`src/rtl/seqdet_pkg.sv`:
```
// Shared types and elaboration-time helpers for the parameterised sequence detector.
// Patterns are passed zero-extended to 16 bits, and bit width-1 is the first bit received.
package seqdet_pkg;

    typedef enum logic {
        MODE_NONOVL = 1'b0,
        MODE_OVL    = 1'b1
    } seqdet_mode_e;

    localparam int SEQDET_MAX_W = 16;

    // Bit j of the string (matched k-bit prefix, then x), in arrival order.
    function automatic logic seqdet_sbit(input logic [SEQDET_MAX_W-1:0] pattern,
                                         input int width, input int k,
                                         input logic x, input int j);
        if (j < k)
            return pattern[4'(width - 1 - j)];
        return x;
    endfunction

    // Longest prefix (shorter than width) that is a suffix of (prefix_k, x).
    // A full match therefore falls back to the longest proper border.
    function automatic int seqdet_next(input logic [SEQDET_MAX_W-1:0] pattern,
                                       input int width, input int k, input logic x);
        int   best;
        logic ok;
        best = 0;
        for (int kp = 1; kp < width; kp++) begin
            if (kp <= k + 1) begin
                ok = 1'b1;
                for (int i = 0; i < kp; i++) begin
                    if (seqdet_sbit(pattern, width, k, x, k + 1 - kp + i) !=
                        pattern[4'(width - 1 - i)])
                        ok = 1'b0;
                end
                if (ok)
                    best = kp;
            end
        end
        return best;
    endfunction

    function automatic int seqdet_border(input logic [SEQDET_MAX_W-1:0] pattern,
                                         input int width);
        int   best;
        logic ok;
        best = 0;
        for (int len = 1; len < width; len++) begin
            ok = 1'b1;
            for (int i = 0; i < len; i++) begin
                if (pattern[4'(width - 1 - i)] != pattern[4'(len - 1 - i)])
                    ok = 1'b0;
            end
            if (ok)
                best = len;
        end
        return best;
    endfunction

endpackage

```
`src/rtl/seqdet_sat_counter.sv`:
```
// Generic saturating up-counter with synchronous clear.
module seqdet_sat_counter #(
    parameter int CNT_W = 8
) (
    input  logic             clk,
    input  logic             clr,
    input  logic             inc,
    output logic [CNT_W-1:0] cnt
);

    always_ff @(posedge clk) begin
        if (clr)
            cnt <= '0;
        else if (inc && (cnt != '1))
            cnt <= cnt + 1'b1;
    end

endmodule

```
`src/rtl/seq_detect_param.sv`:
```
// Serial pattern detector built on an elaboration-time KMP transition table.
// Define SEQDET_COUNT_EN to add the saturating match_cnt output.
//
// state | meaning
// 0     | no prefix of PATTERN matched
// k     | last k accepted bits equal the first k bits of PATTERN (k <= WIDTH-1)
// >=W   | illegal encoding, forced back to 0 on the next clock
module seq_detect_param
    import seqdet_pkg::*;
#(
    parameter int               WIDTH   = 5,
    parameter logic [WIDTH-1:0] PATTERN = 5'b10101,
    parameter int               CNT_W   = 8,
    localparam int              SW      = $clog2(WIDTH)
) (
    input  logic             clk,
    input  logic             rst,
    input  logic             en,
    input  logic             x,
    input  logic             overlap,
    output logic             z,
    output logic [SW-1:0]    state
`ifdef SEQDET_COUNT_EN
    ,
    output logic [CNT_W-1:0] match_cnt
`endif
);

    localparam int            NS       = 1 << SW;
    localparam logic [SW-1:0] LAST     = SW'(WIDTH - 1);
    localparam logic [SW-1:0] BORDER_S = SW'(seqdet_border(16'(PATTERN), WIDTH));

    logic [SW-1:0] nxt_tbl [NS][2];
    logic          legal   [NS];
    logic          hit;

    // The table covers every encoding so that illegal states index safely.
    for (genvar k = 0; k < NS; k++) begin : g_state
        if (k < WIDTH) begin : g_valid
            assign legal[k] = 1'b1;
            for (genvar b = 0; b < 2; b++) begin : g_bit
                assign nxt_tbl[k][b] = SW'(seqdet_next(16'(PATTERN), WIDTH, k, 1'(b)));
            end
        end else begin : g_invalid
            assign legal[k]      = 1'b0;
            assign nxt_tbl[k][0] = '0;
            assign nxt_tbl[k][1] = '0;
        end
    end

    assign hit = en && (state == LAST) && (x == PATTERN[0]);
    assign z   = hit && !rst;

    always_ff @(posedge clk) begin
        if (rst)
            state <= '0;
        else if (!legal[state])
            state <= '0;
        else if (en) begin
            if (hit)
                state <= (seqdet_mode_e'(overlap) == MODE_OVL) ? BORDER_S : '0;
            else
                state <= nxt_tbl[state][x];
        end
    end

`ifdef SEQDET_COUNT_EN
    seqdet_sat_counter #(.CNT_W(CNT_W)) u_match_cnt (
        .clk (clk),
        .clr (rst),
        .inc (z),
        .cnt (match_cnt)
    );
`endif

endmodule

```
`config.mk`:
```
export PLATFORM = sky130hd
export DESIGN_NAME = seq_detect_param
export DESIGN_NICKNAME = d
export VERILOG_FILES = /design/src/rtl/seqdet_pkg.sv /design/src/rtl/seqdet_sat_counter.sv /design/src/rtl/seq_detect_param.sv
export SDC_FILE = /design/constraint.sdc
export NUM_CORES = 1
export LEC_CHECK = 0
export CAP_MARGIN = 25
export CORE_AREA = 5 5 42 44
export DETAILED_ROUTE_END_ITERATION = 7
export DIE_AREA = 0 0 47 49
export HOLD_SLACK_MARGIN = 0.15
export PLACE_DENSITY = 0.31
export REMOVE_ABC_BUFFERS = 1
export SLEW_MARGIN = 15
export SYNTH_ARGS = -nofsm -noshare
export SYNTH_HDL_FRONTEND = slang
export SYNTH_SLANG_ARGS = --single-unit
```
`constraint.sdc`:
```
create_clock -name clk -period 2.92 [get_ports clk]
set_clock_uncertainty 0.1 [all_clocks]
set_input_delay 0.292 -clock clk [delete_from_list [all_inputs] [get_ports clk]]
set_output_delay 0.292 -clock clk [all_outputs]
set_load 0.05 [all_outputs]
```
==> metrics.txt <==
CTS Sinks 3; Stages on worst setup path 3; Post-CTS Hold Buffers 0; Top reg by flops state; Rel. slew slack between 60% and 70%; crit path max-delay cell type clkdlybuf4s50_1; crit path from state[2]; Lkg Pwr about 0.099 nW; HP Class reg -> reg; EDFF count, synth 0; GR Overflow Total 0; Crit. End Element output pin; I/O pins 9; Worst setup SP type register; Fmax 411 MHz; vias in the first global route 194; setup violators final 0; Post-CTS Setup Repair Bufs 0; DRT met1 WL ~180 microns; Bufs on Longest Clock Path 2; Yosys top cell by area dfxtp_1; Post-Place Cells 42; ys flop type dfxtp_1; Area Growth Syn to Fin 75.4%; YS warnings 0; VDD IR-drop max 159 uV; first-pass GRT wire length 738 microns; top-area cell type share of the netlist area between 30 and 40%; Hold Slack about 0.45 ns; post-route total power about 140 uW; top flop regs state: 3 flops; Initial Util 12.0%; CP max stage delay around 0.83 ns; largest net degree at the start of global routing 7; Routed WL 461 microns; drt pass-1 iters 1; critical-path cell list or3b_1 > nor3_2 > clkdlybuf4s50_1; DRC 0; Met3 Wirelength about 32 microns; die width 47 microns; max-slew violations 0; Worst EP required 2.53 ns; delay-heaviest family, CP buffers and inverters; worst skew pair latency ~0.24 ns; setup_tns 0 ns; post-cts sizing count 0; share of layout cells above drive strength 1 26.7%; Top Layer Used met3; sequential element share of the synthesized area 35.8%; Worst R2R Setup Slack 1.62 ns; CP arrival 2.04 ns; core area 1400 sq um; Yosys reg bits 3; ANT cells 0; final worst path period need 2.43 ns; post-route ant nets 0; Via Count 186; CTS clock-pin slew for the worst setup and hold paths around 0.040 ns; maximum level of the CTS H-tree 1; Yosys cell types 12; period utilization 83.3%; worst reg2reg path endpoint state[1]; Buffers on Ports 8; syn avg cell area roughly 9.3 sq um; crit path buf inv count 1; die height 49 microns; unrepaired setup endpoints after global routing no; main area contributors after synthesis dfxtp_1 (36%), or2b_2 (10%), nand2_1 (6.7%); initial DRC count 0; Post-layout nets 36; Post-synth ARST share 0%; Synth top cells by count dfxtp_1 (3), nand2_1 (3), nor2_1 (2), or2b_2 (2); routed vias/inst slightly above 4; die area about 2300 sq um; Post-Syn Area around 170 sq um; PD cells 471 nW/um^2; RR Startpoint state[2]; max-cap violations 0; FF-to-FF path depth 3; DR WL/cell 10.0 microns; metal2 WL 254 microns; Worst Tran Pin Value 0.496 ns; final count of hold timing violations 0; placement row count 14; CTS tree built; synthesized instance count 18; outcome finished clean; Placer Congestion 0.629; kind of critical path reg -> out; Post-Layout Cell Count 46; max reg flops 3; Total GRT Usage 4.85%; clock buffer count from CTS 3; critical path fanouts, max 5; CTS root buffer clkbuf_4; initial antenna violation count 0; Setup crit end z
[layout make-up]
type	instances	area, sq um
Clock buffer	4	26.3
Fill cell	172	1110
Multi-Input combinational cell	15	108
Sequential cell	3	60.1
Tap cell	16	20.0
Timing Repair Buffer	8	80.1
[metal layers]
layer / track usage [%] / vias up
met1: 4.16 / 88
met4: 5.53 / 0
met5: 0 / -
li1: - / 94
met3: 2.58 / 0
met2: 7.01 / 4
[metrics by stage]
stage | utilization (%) | setup WS (ns) | area (sq um)
global route | 21.0 | 0.384 | 294
CTS | 21.0 | 0.454 | 294
finish | 21.0 | 0.487 | 294
detailed placement | 19.1 | 0.597 | 268
floorplan | - | 0.729 | 168
global placement | 19.1 | 0.600 | 268
[placed cells by master (no fill, tap or decap)]
cell type,count
a22o_2,1
clkbuf_4,3
a221oi_1,1
or2b_2,2
clkbuf_1,1
nor2_1,2
clkdlybuf4s50_1,8
a311oi_1,1
o32a_2,1
o21bai_1,1
nand2_1,3
dfxtp_1,3
nor3_2,1
or3b_1,1
nand2b_1,1
[worst min path at each step]
stage	start	endpoint	cells after the start
after floorplan	rst	state[2]	1
after global placement	state[2]	state[0]	1
after detailed placement	state[2]	state[0]	1
after CTS	state[2]	state[0]	1
after global routing	state[2]	state[0]	1
final	state[2]	state[0]	1
[kinds of logic after synthesis]
logic type,Yosys count,share of synthesized area (%)
compound gates,5,27.6
flops,3,35.8
simple gates,10,36.6
[report_power, final]
part / switching [mW] / total, mW / internal [mW] / leakage (nW)
logic: 0.00970 / 0.0198 / 0.0101 / 0.0596
registers: 0.00163 / 0.0440 / 0.0424 / 0.0244
clock network: 0.0233 / 0.0746 / 0.0513 / 0.0150
total: 0.0346 / 0.138 / 0.104 / 0.0989
Power figures use the tool's default switching activity.
